`src/rtl/pong_frame_scheduler.sv`:
```
`default_nettype none
// +--------------------------------------------------------------------------+
// | Module      : pong_frame_scheduler                                       |
// | Description : Runs the per-frame game-logic tasks in vertical blanking.  |
// |               The tasks run in a fixed order with a start/done handshake.|
// |               A commit pulse is issued when all tasks finish, or an      |
// |               abort is issued if the deadline line arrives first.        |
// | Revision    : 1.0  initial release                                       |
// +--------------------------------------------------------------------------+
module pong_frame_scheduler #(
    parameter int N_TASKS       = 4,
    parameter int H_TOTAL       = 800,
    parameter int V_ACTIVE      = 480,
    parameter int V_TOTAL       = 525,
    parameter int DEADLINE_LINE = 524,
    parameter int FRAME_DIV     = 1
) (
    input  logic               clk_pxl,
    input  logic               reset_n,
    input  logic [9:0]         sx,
    input  logic [9:0]         sy,
    input  logic               enable,
    input  logic [N_TASKS-1:0] task_done,
    input  logic               overrun_clr,
    output logic [N_TASKS-1:0] task_start,
    output logic               commit,
    output logic               abort,
    output logic               busy,
    output logic               overrun,
    output logic [15:0]        frame_cnt
);

    localparam int               IDX_W         = (N_TASKS > 1) ? $clog2(N_TASKS) : 1;
    localparam logic [IDX_W-1:0] c_last_idx    = IDX_W'(N_TASKS - 1);
    localparam logic [9:0]       c_h_total     = 10'(H_TOTAL);
    localparam logic [9:0]       c_v_total     = 10'(V_TOTAL);
    localparam logic [9:0]       c_v_active    = 10'(V_ACTIVE);
    localparam logic [9:0]       c_deadline    = 10'(DEADLINE_LINE);
    localparam logic [3:0]       c_div_last    = 4'(FRAME_DIV - 1);

    typedef enum logic [1:0] {
        S_IDLE   = 2'd0,
        S_START  = 2'd1,
        S_WAIT   = 2'd2,
        S_COMMIT = 2'd3
    } state_t;

    state_t           r_state;
    logic [IDX_W-1:0] r_idx;
    logic [3:0]       r_div;

    logic             w_in_range;
    logic             w_trigger;
    logic             w_deadline;
    logic             w_launch;
    logic             w_running;
    logic             w_abort;
    logic [IDX_W-1:0] w_idx_next;
    logic             w_cur_done;

    // Counter positions outside the frame never produce a trigger or deadline.
    assign w_in_range = (sx < c_h_total) && (sy < c_v_total);
    assign w_trigger  = w_in_range && (sx == 10'd0) && (sy == c_v_active);
    assign w_deadline = w_in_range && (sx == 10'd0) && (sy == c_deadline);
    assign w_launch   = w_trigger && (r_div == 4'd0) && enable;
    assign w_running  = (r_state == S_START) || (r_state == S_WAIT);
    assign w_abort    = w_running && w_deadline;
    assign w_idx_next = r_idx + 1'b1;
    assign w_cur_done = task_done[r_idx];

    // Frame divider: counts every trigger, busy or not, so the cadence stays fixed.
    always_ff @(posedge clk_pxl or negedge reset_n) begin
        if (!reset_n) begin
            r_div <= 4'd0;
        end else if (w_trigger) begin
            r_div <= (r_div >= c_div_last) ? 4'd0 : r_div + 4'd1;
        end
    end

    // Sequencer: one task at a time, then commit; deadline abandons the chain.
    always_ff @(posedge clk_pxl or negedge reset_n) begin
        if (!reset_n) begin
            r_state    <= S_IDLE;
            r_idx      <= '0;
            task_start <= '0;
            commit     <= 1'b0;
            abort      <= 1'b0;
            busy       <= 1'b0;
            frame_cnt  <= 16'd0;
        end else begin
            task_start <= '0;
            commit     <= 1'b0;
            abort      <= 1'b0;
            case (r_state)
                S_IDLE: begin
                    if (w_launch) begin
                        r_state    <= S_START;
                        r_idx      <= '0;
                        task_start <= N_TASKS'(1);
                        busy       <= 1'b1;
                    end
                end
                S_START: begin
                    // The start pulse is on the output now; done is not looked at yet.
                    if (w_abort) begin
                        abort   <= 1'b1;
                        busy    <= 1'b0;
                        r_idx   <= '0;
                        r_state <= S_IDLE;
                    end else begin
                        r_state <= S_WAIT;
                    end
                end
                S_WAIT: begin
                    // Deadline takes priority over a done arriving in the same cycle.
                    if (w_abort) begin
                        abort   <= 1'b1;
                        busy    <= 1'b0;
                        r_idx   <= '0;
                        r_state <= S_IDLE;
                    end else if (w_cur_done) begin
                        if (r_idx == c_last_idx) begin
                            commit  <= 1'b1;
                            r_state <= S_COMMIT;
                        end else begin
                            r_idx      <= w_idx_next;
                            task_start <= N_TASKS'(1) << w_idx_next;
                            r_state    <= S_START;
                        end
                    end
                end
                S_COMMIT: begin
                    // Commit is already in flight; the deadline no longer matters here.
                    frame_cnt <= frame_cnt + 16'd1;
                    busy      <= 1'b0;
                    r_idx     <= '0;
                    r_state   <= S_IDLE;
                end
                default: begin
                    busy    <= 1'b0;
                    r_idx   <= '0;
                    r_state <= S_IDLE;
                end
            endcase
        end
    end

    // Sticky overrun flag: an abort sets it and beats a simultaneous clear.
    always_ff @(posedge clk_pxl or negedge reset_n) begin
        if (!reset_n) begin
            overrun <= 1'b0;
        end else if (w_abort) begin
            overrun <= 1'b1;
        end else if (overrun_clr) begin
            overrun <= 1'b0;
        end
    end

endmodule
`default_nettype wire

```
`config.mk`:
```
export PLATFORM = sky130hd
export DESIGN_NAME = pong_frame_scheduler
export DESIGN_NICKNAME = d
export VERILOG_FILES = /design/src/rtl/pong_frame_scheduler.sv
export SDC_FILE = /design/constraint.sdc
export NUM_CORES = 1
export LEC_CHECK = 0
export BUFFER_PORTS_ARGS = -buffer_cell sky130_fd_sc_hd__buf_4
export CAP_MARGIN = 15
export CELL_PAD_IN_SITES_DETAIL_PLACEMENT = 1
export CELL_PAD_IN_SITES_GLOBAL_PLACEMENT = 1
export CORE_MARGIN = 8
export CORE_UTILIZATION = 37
export DETAILED_ROUTE_END_ITERATION = 10
export GPL_TIMING_DRIVEN = 0
export PLACE_DENSITY_LB_ADDON = 0.05
export SLEW_MARGIN = 20
export SYNTH_ARGS = -nofsm -noshare
export SYNTH_HDL_FRONTEND = slang
export SYNTH_SLANG_ARGS = --single-unit
export TNS_END_PERCENT = 5
```
`constraint.sdc`:
```
create_clock -name clk_pxl -period 1.9 [get_ports clk_pxl]
set_input_delay 0.095 -clock clk_pxl [delete_from_list [all_inputs] [get_ports clk_pxl]]
set_output_delay 0.095 -clock clk_pxl [all_outputs]
set_load 0.1 [all_outputs]
```
Yosys cells after proc, flatten, opt, wreduce, memory -nomap -nowiden
Cells that the tools add are included.
{"block": "word_totals", "out_inout_bits": 24, "mem_bits_ro": 0, "elab_cells": 75, "register_bits": 32, "latch_bits": 0, "mem_count": 0, "ram_bits": 0, "in_bits": 28}
{"block": "op_classes", "add_sub_neg": 3, "n_bitwise": 0, "mul": 0, "mux": 31, "div_mod_pow": 0, "n_shift": 1, "eq_ne": 11, "order_cmp": 4, "n_reduce_logical": 16}
{"cell": "$lt 10x10->1 const B", "n": 2}
{"cell": "$mux 2", "n": 10}
{"cell": "$add 16x1->16 const B", "n": 1}
{"cell": "$mux 4", "n": 4}
{"cell": "$pmux 2 s4", "n": 2}
{"cell": "$mux 1", "n": 12}
{"cell": "$eq 10x10->1 const B", "n": 1}
{"cell": "$eq 10x9->1 const B", "n": 1}
{"cell": "$logic_not 10->1", "n": 1}
{"cell": "$pmux 4 s2", "n": 1}
{"cell": "$logic_and 1x1->1", "n": 7}
{"cell": "$eq 2x2->1 const B", "n": 3}
{"cell": "$ne 3x3->1 const B", "n": 2}
{"cell": "$add 4x1->4 const B", "n": 1}
{"cell": "$ge 4x1->1 const B", "n": 1}
{"cell": "$logic_not 4->1", "n": 1}
{"cell": "$ne 2x2->1 const B", "n": 2}
{"cell": "$reduce_and 2->1", "n": 2}
{"cell": "$reduce_and 4->1", "n": 1}
{"cell": "$shl 1x2->4 const A", "n": 1}
{"cell": "$lt 2x3->1 const B", "n": 1}
{"cell": "$pmux 1 s3", "n": 1}
{"cell": "$add 2x1->2 const B", "n": 1}
{"cell": "$bmux 1 s2", "n": 1}
{"cell": "6 further kinds", "n": 6}

Logic depth before layout (Yosys ltp)
{"block": "depth", "ltp_word": 8, "mapped_depth": 7, "mapped_depth_nobuf": 6}

Worst setup path after synthesis
No wires, ideal clock.
{"block": "synth_path", "path_kind": "reg2reg", "startpoint": "reg frame_cnt[2]", "endpoint": "reg frame_cnt[13]", "setup_time_ps": 159, "n_path_buf": 1, "path_stages_with_launch": 7, "arrival_ps": 2022, "setup_slack_ps": -280, "t_required_ps": 1741, "period_less_slack_ps": 2180, "path_cell_list": "dfrtp_1 -> and4_1 -> and3_1 -> and3_1 -> buf_2 -> nand4_1 -> xnor2_1"}
{"block": "synth_via", "elab_chain_len": 1}
{"element": "start, declared", "line_no": "30", "text": "output logic [15:0] frame_cnt"}
{"element": "start signal, assigned", "line_no": "134", "text": "frame_cnt <= frame_cnt + 16'd1;"}
{"element": "$add 16x1->16", "line_no": "134"}
Every way passes these cells.
A chain may end at the register's enable or synchronous reset.

Worst setup path after layout
{"block": "layout_path", "startpoint": "reg r_state[1]", "endpoint": "reg r_idx[0]"}
{"block": "layout_via", "elab_chain_len": 5, "elab_cells_between_ends": 13, "cone_classes": "eq/ne (7); mux (2); reduce/logical (4)"}
{"element": "start, declared", "line_no": "48", "text": "state_t r_state;"}
{"element": "start signal, assigned", "line_no": "83", "text": "r_state <= S_IDLE;"}
{"element": "start signal, assigned", "line_no": "97", "text": "r_state <= S_START;"}
{"element": "start signal, assigned", "line_no": "109", "text": "r_state <= S_IDLE;"}
{"element": "$eq 2x1->1 / $eq 2x2->1 (equally long branches)", "line_no": "66, 94"}
{"element": "$logic_or 1x1->1", "line_no": "66", "text": "assign w_running = (r_state == S_START) || (r_state == S_WAIT);"}
{"element": "$logic_and 1x1->1", "line_no": "67", "text": "assign w_abort = w_running && w_deadline;"}
{"element": "$ne 3x3->1 (no line) (tied with other cells)"}
{"element": "$reduce_and 4->1 (no line) / $pmux 2 s4 (equally long branches)"}
{"element": "end signal, assigned", "line_no": "126", "text": "r_idx <= w_idx_next;"}
{"element": "end, declared", "line_no": "49", "text": "logic [IDX_W-1:0] r_idx;"}
Parallel ways exist; a longest one is shown, timed or not.

==> flow_summary.ini <==
[layout]
nFillCells = 393
utilization_pct = 53.2
fin_nets = 213
multi_input_area_um2 = 692
layout-drive-gt1-share_pct = 45.1
regArea_um2 = 707
area_growth_syn_to_layout_pct = 39.4
stdcell_count = 223
diodes = 0

[drt]
wl_per_cell_um = 15.3
drtPass1Iterations = 3
drc_errors = 0
drt_first_iter_violations = 18
vias = 1113
avgViaCountPerCell = 4.99
ant_nets = 0
wirelength_mm = 3.41

[timing]
finalClockSkew_ns = 0.00453
post-route-period-util_pct = 96.7
max_freq_mhz = 544
fin_crit_ns = 1.84
tightestPinTransition_ns = 0.363
relSlewSlack_pct = 75.8
final_hold_viol_count = 0
slew_viol_final = 0
rsz0062_at_grt = true
final-setup-viol-count = 0
whs_ns = 0.00869

[clocking]
cts_tree = done
cts_sinks = 28
root_buffer = clkbuf_8
clkLatencyLatePin_ns = 0.27
htree_levels = 1
cts_buffers = 3
clkTransAtPathRegs_ns = 0.09
cts_buffer_depth = 2

[yosys]
yosys-top-cells-count = dfrtp_1, xnor2_1, ha_1
yosys_register_bits = 28
synth_top_flop_cell = dfrtp_1
postSynth.asyncResetShare_pct = 100
syn_area_per_cell_um2 = 12.0
synthDistinctLibCells = 34
synth_edf_count = 0
yosysTopAreaCellShare_pct = 50.1
yosysWarnings = 0
synth_compound_area_share_pct = 6.89
synthAdderAreaFrac_pct = 8.05
synth-simple-area-share_pct = 20.4
ys_seq_area_share_pct = 50.1
syn_area_um2 = 1400
synth_nets = 154
synth_xor_area_share_pct = 9.39
muxShareOfSynthArea_pct = 3.22
synth_top_family_by_area = simple AND/OR/NAND/NOR gates
netlist_instances = 117
yosysTopAreaCell = dfrtp_1
yosys-top-cells-area = dfrtp_1, ha_1, xnor2_1
synth.most_common_cell = dfrtp_1

[critical_path]
crit_fanout = 4
cp_cell_sequence = inv_1 -> ha_4 -> nand4_1 -> o211a_1 -> and3_1 -> mux2_2
start_kind = flip-flop
critPathSlowestCell = dfrtp_1
end_kind = flip-flop
crit_arrival_ns = 2.00
crit_required_ns = 2.06
max_stage_delay_ns = 0.42
critical_path_class = reg2reg

[global_routing]
overflow = 0
grt_util_all_layers_pct = 11.6
grt_pass1_vias = 1301
grt_pass1_wl_mm = 5.87
grt_max_degree = 29
antenna_found_initial = 0

[power]
pwr-share-comb_pct = 45.9
vdd_drop_max_mv = 0.510
switching_power_mw = 0.946
seq_power_share_pct = 37.2
internal_power_mw = 1.21
clkPwrFrac_pct = 16.9
power.density_nw_per_um2 = 1100
power.total_mw = 2.15
p_leak_nw = 0.949
p_sw_share_pct = 43.9

[placed_design]
numPortBuffers = 51
place.gp.congestion = 0.729
dp_hpwl_mm = 2.79
dp.cells = 216

[floorplan]
die-area_um2 = 6000
io_pins = 52
rows = 22
dieHeight_um = 77.5
dieWidth_um = 77.5
core_um2 = 3660
start_util_pct = 38.2

[job]
maxCapViolations = 0

[hold_path]
hp-class = in2reg

[run_status]
status = finished, final reports clean
[sequential cells by signal, indices dropped and copies added (netlist names)]
name	flops
overrun	1
frame_cnt	16
busy	1
r_idx	2
abort	1
r_state	2
commit	1
task_start	4
[metal layers]
layer	global-route usage [%]	vias to the layer above	wire, um
li1	-	532	-
met1	12.6	540	1400
met2	20.7	37	1750
met3	3.92	4	219
met4	3.96	0	35
met5	0	-	0
[power by group through the flow]
stage               registers (mW)  logic, mW  clock network [mW]
floorplan                     1.17      0.330                   0
global placement             0.803      0.924                   0
detailed placement           0.816      0.950                   0
CTS                          0.802      0.957               0.380
global route                 0.817       1.06               0.396
finish                       0.801      0.989               0.364
[through the flow]
stage	setup slack, ns	cell area [um^2]	TNS [ns]
after floorplan	-0.0407	1410	-0.0694
after global placement	0.0777	1850	0
after detailed placement	0.0648	1850	0
after CTS	0.0390	1910	0
after global routing	-0.0491	1950	-0.150
final	0.0633	1950	0
[path summary, 6_finish.rpt]
kind	startpoint	end	slack [ns]	depth (start not counted)
max	r_state[1]$_DFFE_PN0P_	r_idx[0]$_DFFE_PN0P_	0.06	6
min	overrun_clr	overrun$_DFFE_PN0P_	0.009	2
max reg2reg	r_state[1]$_DFFE_PN0P_	r_idx[0]$_DFFE_PN0P_	0.06	6
min reg2reg	frame_cnt[4]$_DFFE_PN0N_	frame_cnt[4]$_DFFE_PN0N_	0.48	1
max in group asynchronous	reset_n	frame_cnt[0]$_DFFE_PN0N_	1.34	2
min in group asynchronous	reset_n	frame_cnt[13]$_DFFE_PN0N_	0.28	2
[worst max-delay path: cells and delay by family (launching register included)]
family,cells,cell delay (ns)
DFF,1,0.42
AOI/OAI and AO/OA,1,0.31
muxes,1,0.26
adders and majority gates,1,0.28
and+or+nand+nor,2,0.36
buffers and inverters,1,0.11
[timing repair]
action                     4_1_cts  5_1_grt
resized for setup                0        5
setup endpoints to repair        0        8
hold endpoints to repair        28        0
hold buffers                     1        0
buffers inserted                 0        2
[cell type report]
class | count | share of cell area [%]
inverters | 6 | 1.16
repair buffers | 54 | 20.9
well taps | 48 | 3.08
clock buffers | 4 | 2.82
multi-input cells | 82 | 35.5
flip-flops and latches | 28 | 36.3
plain buffers | 1 | 0.257
[placed cells by master, fill, tap and decap left out, types with 2 or more instances in the layout]
cell	instances
a21oi_1	3
ha_1	7
buf_4	53
and3_1	5
mux2_2	2
and2_2	4
nand2_1	4
inv_1	5
nand4_1	5
dfrtp_2	5
nor3_1	4
dfrtp_1	23
and4_1	2
nor2b_1	2
xor2_1	3
xnor2_1	12
nand3_1	7
a22o_1	2
clkbuf_8	4
[cell families (layout without fill, tap and decap cells)]
| logic type | count (synthesis) | after routing |
|---|---|---|
| AOI/OAI and AO/OA | 12 | 12 |
| adders and majority gates | 9 | 9 |
| muxes | 3 | 3 |
| buffers and inverters | 7 | 65 |
| xor gates and xnor gates | 15 | 15 |
| and+or+nand+nor | 43 | 43 |
| DFF | 28 | 28 |
Power figures use the tool's default switching activity.
